## config.mk

```make
export PLATFORM = sky130hd
export DESIGN_NAME = spi_host_lite
export DESIGN_NICKNAME = d
export VERILOG_FILES = /design/src/rtl/spi_host_lite_pkg.sv /design/src/rtl/spi_host_lite_tick.sv /design/src/rtl/spi_host_lite.sv
export SDC_FILE = /design/constraint.sdc
export NUM_CORES = 1
export LEC_CHECK = 0
export CAP_MARGIN = 20
export CORE_MARGIN = 5
export CORE_UTILIZATION = 30
export DETAILED_ROUTE_END_ITERATION = 8
export GPL_ROUTABILITY_DRIVEN = 0
export PLACE_DENSITY_LB_ADDON = 0.08
export SYNTH_ARGS = -nofsm -noshare
export SYNTH_HDL_FRONTEND = slang
export SYNTH_SLANG_ARGS = --single-unit
```

## constraint.sdc

```tcl
create_clock -name clk_i -period 2.4 [get_ports clk_i]
set_input_delay 0.6 -clock clk_i [delete_from_list [all_inputs] [get_ports clk_i]]
set_output_delay 0.6 -clock clk_i [all_outputs]
set_load 0.02 [all_outputs]
```

## src/rtl/spi_host_lite_pkg.sv

```systemverilog
// Shared types and constants for the lightweight SPI host.
package spi_host_lite_pkg;

  localparam int BitsPerByte = 8;

  typedef enum logic [2:0] {
    StIdle,
    StSetup,
    StShift,
    StByteEnd,
    StWait,
    StHold,
    StGap
  } spi_host_state_e;

endpackage

```

## src/rtl/spi_host_lite_tick.sv

```systemverilog
// Half-period timer: counts 0..limit and pulses tick_o on the last count, then wraps.
module spi_host_lite_tick #(
  parameter int DivW = 8
) (
  input  logic            clk_i,
  input  logic            rst_ni,
  input  logic            load_i,
  input  logic [DivW-1:0] limit_i,
  input  logic            clear_i,
  input  logic            en_i,
  output logic            tick_o
);

  logic [DivW-1:0] limit_q;
  logic [DivW-1:0] cnt_q, cnt_d;

  assign tick_o = en_i && !clear_i && (cnt_q == limit_q);

  always_comb begin
    cnt_d = cnt_q;
    if (clear_i || tick_o) begin
      cnt_d = '0;
    end else if (en_i) begin
      cnt_d = cnt_q + DivW'(1);
    end
  end

  // The limit is H-1, so a full-scale limit gives H = 2^DivW without overflow.
  always_ff @(posedge clk_i) begin
    if (!rst_ni) begin
      cnt_q   <= '0;
      limit_q <= '0;
    end else begin
      cnt_q <= cnt_d;
      if (load_i) begin
        limit_q <= limit_i;
      end
    end
  end

endmodule

```

## src/rtl/spi_host_lite.sv

```systemverilog
// Mode-0, MSB-first SPI master turning a valid/ready byte stream into CS-framed bursts.
module spi_host_lite
  import spi_host_lite_pkg::*;
#(
  parameter int DivW = 8
) (
  input  logic            clk_i,
  input  logic            rst_ni,
  input  logic [DivW-1:0] cfg_clkdiv_i,
  input  logic            tx_valid_i,
  output logic            tx_ready_o,
  input  logic [7:0]      tx_data_i,
  input  logic            tx_last_i,
  output logic            rx_valid_o,
  output logic [7:0]      rx_data_o,
  output logic            busy_o,
  output logic            spi_sclk_o,
  output logic            spi_cs_o,
  output logic            spi_sdo_o,
  input  logic            spi_sdi_i
);

  localparam int EdgeW = $clog2(2 * BitsPerByte);
  localparam logic [EdgeW-1:0] LastEdge = EdgeW'(2 * BitsPerByte - 1);

  spi_host_state_e state_q, state_d;

  logic                   accept;
  logic                   tick;
  logic                   tickEn;
  logic                   lastEdge;
  logic                   last_q;
  logic                   sclk_q;
  logic                   cs_q;
  logic                   sdo_q;
  logic [EdgeW-1:0]       edgeCnt_q;
  logic [BitsPerByte-1:0] txShift_q;
  logic [BitsPerByte-1:0] rxShift_q;
  logic [BitsPerByte-1:0] rxData_q;

  assign tickEn     = state_q inside {StSetup, StShift, StHold, StGap};
  assign lastEdge   = (edgeCnt_q == LastEdge);
  assign tx_ready_o = rst_ni && ((state_q == StIdle) || (state_q == StWait) ||
                                 ((state_q == StByteEnd) && !last_q));
  assign accept     = tx_valid_i && tx_ready_o;

  assign rx_valid_o = (state_q == StByteEnd);
  assign rx_data_o  = rxData_q;
  assign busy_o     = (state_q != StIdle);
  assign spi_sclk_o = sclk_q;
  assign spi_cs_o   = cs_q;
  assign spi_sdo_o  = sdo_q;

  // The divider is captured only at the start of a frame.
  spi_host_lite_tick #(
    .DivW(DivW)
  ) u_tick (
    .clk_i  (clk_i),
    .rst_ni (rst_ni),
    .load_i (accept && (state_q == StIdle)),
    .limit_i(cfg_clkdiv_i),
    .clear_i(!tickEn),
    .en_i   (tickEn),
    .tick_o (tick)
  );

  always_ff @(posedge clk_i) begin
    if (!rst_ni) begin
      state_q <= StIdle;
    end else begin
      state_q <= state_d;
    end
  end

  always_comb begin
    state_d = state_q;
    unique case (state_q)
      StIdle:    if (accept) state_d = StSetup;
      StSetup:   if (tick) state_d = StShift;
      StShift:   if (tick && lastEdge) state_d = StByteEnd;
      StByteEnd: begin
        if (last_q) begin
          state_d = StHold;
        end else if (accept) begin
          state_d = StSetup;
        end else begin
          state_d = StWait;
        end
      end
      StWait:    if (accept) state_d = StSetup;
      StHold:    if (tick) state_d = StGap;
      StGap:     if (tick) state_d = StIdle;
      default:   state_d = StIdle;
    endcase
  end

  // Pins are registered from the next state so CS never glitches on decode.
  always_ff @(posedge clk_i) begin
    if (!rst_ni) begin
      cs_q      <= 1'b1;
      sclk_q    <= 1'b0;
      sdo_q     <= 1'b0;
      last_q    <= 1'b0;
      edgeCnt_q <= '0;
      txShift_q <= '0;
      rxShift_q <= '0;
      rxData_q  <= '0;
    end else begin
      cs_q <= (state_d == StIdle) || (state_d == StGap);
      if (accept) begin
        sdo_q     <= tx_data_i[BitsPerByte-1];
        txShift_q <= {tx_data_i[BitsPerByte-2:0], 1'b0};
        last_q    <= tx_last_i;
        edgeCnt_q <= '0;
      end
      if ((state_q == StShift) && tick) begin
        sclk_q    <= ~sclk_q;
        edgeCnt_q <= edgeCnt_q + EdgeW'(1);
        if (!sclk_q) begin
          rxShift_q <= {rxShift_q[BitsPerByte-2:0], spi_sdi_i};
        end else if (!lastEdge) begin
          sdo_q     <= txShift_q[BitsPerByte-1];
          txShift_q <= {txShift_q[BitsPerByte-2:0], 1'b0};
        end
        if (lastEdge) begin
          rxData_q <= rxShift_q;
        end
      end
      if ((state_q == StGap) && tick) begin
        sdo_q <= 1'b0;
      end
    end
  end

endmodule

```

==> results.ini, run 1 <==
[route]
dr_total_vias=1802
routed_via_density=4.62
detail_route.wl_per_cell_um=13.1
first_pass_iters=4
drc=0
drt_wl_total_um=5110
ant_nets=0
drt_iter0_markers=38

[power]
power.leakage_nw=1.03
power_w=0.00192
vdd_drop_max_mv=0.239
p_per_area_mw_per_mm2=660

[grt]
grt_util_all_layers=0.111
overflow=0
grt_first_pass_wirelength_um=8670
grt_pass1_vias=1774
grt_start_max_net_pins=45
antenna_found_initial=0

[critical_path]
crit_path_max_incr_delay_ns=0.44
worst_setup_path_start_kind=flop
slowest_stage=dfxtp_2
crit_type=flop to primary output
cp_num_buf_inv=2
cp.required_ns=1.80
cp.arrival_ns=1.59
critical_path.cell_chain=nor4bb_1 -> buf_4 -> o21a_1 -> dlygate4sd2_1
reg2regPathDepth=5
worstSetupEndpointType=primary output
worst-path-max-fanout=9
path_depth=4
cp_top_family=buffers and inverters

[sta]
setup_viol=0
fin_tns_setup_ns=0
max_freq_mhz=456
finalCriticalPeriod_ns=2.19
maxSlewViolCount=0
hold_viol=0
timing.final.crit_share=0.914
max-slew-margin-rel=0.547
rsz0062_at_grt=false
tightest_slew_ns=0.677
finalClockSkew_ns=0.00786

[clocking]
cts_sinks=51
clockBufferDepth=2
h-tree-depth=2
cts_made_buffers=5
cts_root_buf=clkbuf_8
clkLatencyLatePin_ns=0.30
clkTransAtPathRegs_ns=0.10
cts_tree=done

[hold_path]
hold-path-cell-count=2
hp-class=flop to flop

[synthesis]
synth_top_family_by_area=simple AND/OR/NAND/NOR gates
yosysSeqAreaShare=0.439
yosys_register_bits=51
synth-simple-area-share=0.196
muxShareOfSynthArea=0.108
avgSynthCellArea_sq_um=9.41
post_synth_num_cell_types=40
ys_warn_count=0
synth-xor-area-share=0.0565
synth_fa_ha_area_frac=0.0108
synth_fp_nets=270
synth_area_sq_mm=0.00232
synth_compound_area_frac=0.151
synthCells=247

[final_layout]
layout.nets=310
area_delta_synth_final_pct=25.2
antennaDiodeCount=0
final_cell_count_no_fill=390
layout-drive-gt1-share=0.104
num-fill-cells=789

[floorplanning]
die_h_um=98.0
dieArea_sq_mm=0.00961
num_io_pins=35
start_util=0.304
rows=32
fp.dieW_um=98.0
coreArea_sq_mm=0.00765

[place]
dp_hpwl_um=3440
dp_cells=382
port_buffers=34

[run]
drv_cap=0

[status]
status=finished clean

==> through the flow <==
| step | setup slack (ns) | util | instance area, sq um | hold slack [ns] |
|---|---|---|---|---|
| 6_report | 0.207 | 0.381 | 2910 | 0.486 |
| 5_1_grt | 0.110 | 0.381 | 2910 | 0.519 |
| 4_1_cts | 0.00510 | 0.380 | 2910 | 0.494 |
| 3_5_place_dp | -0.0719 | 0.369 | 2820 | 0.474 |
| 3_3_place_gp | -0.0727 | 0.369 | 2820 | 0.470 |
| 2_1_floorplan | 0.443 | - | 2320 | 0.441 |
==> path summary, 6_finish.rpt <==
kind                   startpoint            to  slack [ns]
setup / recovery       state_q[1]    tx_ready_o        0.21
hold / removal       rxShift_q[7]  rxShift_q[7]        0.49
setup reg to reg  u_tick.cnt_q[0]  txShift_q[5]        0.44
hold reg to reg      rxShift_q[7]  rxShift_q[7]        0.49
==> placed cells by master (no fill, tap or decap), types with 2 or more instances in the layout <==
master and n:
dfxtp_1 50, clkdlybuf4s50_1 31, mux2i_1 25, o21ai_0 19, nor2_1 18, nor2b_1 17, nand2_1 13, buf_4 13
a21oi_1 12, xnor2_1 11, a21boi_0 10, nand3_1 8, o21a_1 5, and3_1 5, clkbuf_8 5, inv_1 4
xor2_1 4, nor3b_1 3, and4_1 3, o31a_1 3, nand4_1 2, nor4_2 2, a31oi_1 2, ha_1 2
clkinvlp_4 2, dlygate4sd2_1 2
==> metal layers <==
metal,part of all wire,global-route usage
met1,0.52,0.157
met2,0.42,0.161
met3,0.041,0.0329
met4,0.013,0.0351
met5,0,0
==> Yosys cell counts, drive strengths merged <==
cell type / n / area (sq um)
and3: 5 / 31.3
nand2: 13 / 48.8
o21bai: 1 / 11.3
or3: 1 / 6.26
nand3: 8 / 40.0
a21boi: 10 / 75.1
a311oi: 1 / 8.76
a31oi: 2 / 12.5
or4: 1 / 11.3
nor4bb: 1 / 10.0
nor3: 1 / 5.00
nor2: 19 / 78.8
o31a: 3 / 26.3
nor4: 2 / 18.8
a211oi: 1 / 12.5
mux2i: 25 / 250
nor2b: 17 / 106
clkbuf: 8 / 30.0
nand4: 3 / 25.0
a21oi: 12 / 60.1
nor3b: 4 / 35.0
nand2b: 1 / 6.26
and4: 3 / 26.3
xnor2: 11 / 96.3
buf: 6 / 45.0
inv: 4 / 15.0
o21ai: 20 / 100
and2: 1 / 6.26
ha: 2 / 25.0
o21a: 5 / 37.5
o211ai: 1 / 7.51
dfxtp: 51 / 1020
xor2: 4 / 35.0
==> where the power goes <==
part	internal, W	switching [W]
Combinational	0.000220	0.000268
Sequential	0.000898	0.0000398
Clock	0.000204	0.000291
Total	0.00132	0.000599
==> kinds of logic (layout without fill, tap and decap cells) <==
group	after synthesis	after routing
simple gates	80	80
flops	51	51
xor+xnor	15	15
compound gates	56	56
buf+inv	18	59
mux	25	25
fa+ha+maj	2	2
==> worst reg2reg max path: stages, from the launching register on <==
cell and delay (ns):
dfxtp_1 0.41, xnor2_1 0.16, nand4_1 0.28, or4_4 0.74, o21ai_0 0.20, a21oi_1 0.05
==> registers in the layout, indices dropped and copies added (netlist names) <==
| signal | count |
|---|---|
| spi_cs_o | 1 |
| u_tick.limit_q | 8 |
| txShift_q | 8 |
| rxShift_q | 8 |
| spi_sclk_o | 1 |
| u_tick.cnt_q | 8 |
| state_q | 3 |
| spi_sdo_o | 1 |
| rx_data_o | 8 |
| last_q | 1 |
| edgeCnt_q | 4 |
==> area by class of cell <==
class | instances | area, sq um | area share
Clock buffer | 5 | 68.8 | 0.0236
Inverter | 4 | 15.0 | 0.00516
Timing Repair Buffer | 47 | 438 | 0.150
Clock inverter | 3 | 20.0 | 0.00688
Tap cell | 102 | 128 | 0.0438
Multi-Input combinational cell | 178 | 1220 | 0.419
Sequential cell | 51 | 1020 | 0.351
==> what timing repair did <==
item,in CTS,in global routing
gates resized for setup,3,1
buffers inserted,0,0
setup endpoints to repair,2,1
hold buffers,0,0
(Power assumes the default switching activity.)
==> inputs of run 2 (changes only) <==
CORE_UTILIZATION = 53   (was 30)
==> results.ini, run 2 (same netlist as run 1, synthesis figures left out) <==
[clocking]
clkTransAtPathRegs_ns=0.09
h-tree-depth=2
cts_sinks=51
postCtsSetupBuffers=0
clockBufferDepth=2
cts_tree=done
cts_made_buffers=5
cts-hold-fix-buffers=0
clkLatencyLatePin_ns=0.29
cts_root_buf=clkbuf_8

[critical_path]
worst-path-max-fanout=2
r2r-end=edgeCnt_q[3]
r2r-start=u_tick.cnt_q[2]
crit_type=primary input to primary output
cp.required_ns=1.80
cp.arrival_ns=1.56
worst_setup_path_start_kind=primary input
r2r_setup_slack_ns=0.33
reg2regPathDepth=5
worstSetupEndpointType=primary output

[power]
power.leakage_nw=1.04
vdd_drop_max_mv=0.491
p_per_area_mw_per_mm2=732

[final_layout]
final_area_sq_mm=0.00288
antennaDiodeCount=0
multi_input_area_sq_mm=0.00123
final_util=0.670
final_common_cell=dfxtp_1
area_delta_synth_final_pct=23.8
layout.nets=306
ff_latch_area_sq_mm=0.00102
final_cell_mix=dfxtp_1, clkdlybuf4s50_1, mux2i_1, o21ai_0, nor2_1
layout-drive-gt1-share=0.0915
num-fill-cells=365

[route]
first_pass_iters=4
dr_total_vias=1790
drc=0
ant_nets=0
drt_iter0_markers=110
drt_wl_total_um=4640
detail_route.wl_per_cell_um=13.8
routed_via_density=5.33

[sta]
rsz0062_at_grt=false
max_freq_mhz=462
setup_viol=0
timing.final.crit_share=0.902
hold_viol=0
tightest_slew_ns=0.673
max-slew-margin-rel=0.550
finalClockSkew_ns=0.00272
maxSlewViolCount=0
finalCriticalPeriod_ns=2.16
whs_ns=0.486

[grt]
grt_pass1_vias=1706
overflow=0
grt_util_all_layers=0.166
grt_start_max_net_pins=45
antenna_found_initial=0
grt_first_pass_wirelength_um=8220

[hold_path]
holdPathEnd=rxShift_q[7]
worstHoldStart=rxShift_q[7]
hold-path-cell-count=2
hp-class=flop to flop

[floorplanning]
rows=24
coreArea_sq_mm=0.00429
dieArea_sq_mm=0.00581
die_h_um=76.2
start_util=0.541
fp.dieW_um=76.2
num_io_pins=35

[run]
drv_cap=0

[place]
port_buffers=34
dp_hpwl_um=3210
dpl_cell_area_sq_mm=0.00273

[status]
status=finished clean

## run 2: cell count changes in the layout (fill, tap and decap cells not counted)
cell	previous run	this run
bufinv_16	0	2
clkbuf_1	0	1
nor4bb_1	1	0
nor4bb_4	0	1
clkinv_2	1	0
buf_4	13	9
clkinvlp_4	2	0
## run 2: final cells by class
cell class | instances | share of cell area
clock inverter | 2 | 0.0209
clock buffer | 6 | 0.0252
multi-input combinational | 178 | 0.429
tap | 52 | 0.0226
timing repair buffer | 43 | 0.142
sequential | 51 | 0.355
inverter | 4 | 0.00522
## run 2: per-stage QoR
stage                     setup WS [ns]  power, W  cells  TNS [ns]
after floorplan                   0.443   0.00127    247         0
after global placement          -0.0506   0.00143    328   -0.0506
after detailed placement        -0.0574   0.00143    328   -0.0574
after CTS                        0.0121   0.00213    336         0
after global routing              0.130   0.00222    336         0
final                             0.236   0.00211    336         0
## run 2: layer usage
layer,vias to the layer above,track usage,wire (um)
met1,812,0.236,2340
met4,0,0.0367,37
met2,34,0.256,2100
met5,-,0,0
li1,939,-,-
met3,5,0.0390,160
## run 2: how the worst max path moves through the flow
stage | startpoint | endpoint | slack (ns) | cells past startpoint
3_5_place_dp | rst_ni | tx_ready_o | -0.06 | 3
5_1_grt | state_q[1] | rx_valid_o | 0.13 | 3
4_1_cts | state_q[0] | busy_o | 0.01 | 3
3_3_place_gp | rst_ni | tx_ready_o | -0.05 | 3
6_report | rst_ni | tx_ready_o | 0.24 | 3
2_1_floorplan | rst_ni | tx_ready_o | 0.44 | 3
## run 2: worst max-delay path, cell delays in order
cell,delay (ns)
clkdlybuf4s50_1,0.50
o21a_1,0.14
dlygate4sd2_1,0.33
## run 2: report_power, final
part           total [W]  internal (W)  switching, W  leakage (nW)
combinational   0.000484      0.000217      0.000267         0.557
clock           0.000687      0.000417      0.000271        0.0654
sequential      0.000936      0.000898     0.0000388         0.413
## run 2: what timing repair did
action | in CTS | in global routing
endpoints found under the setup margin | 2 | 1
gates cloned | 0 | 0
resized for setup | 5 | 1
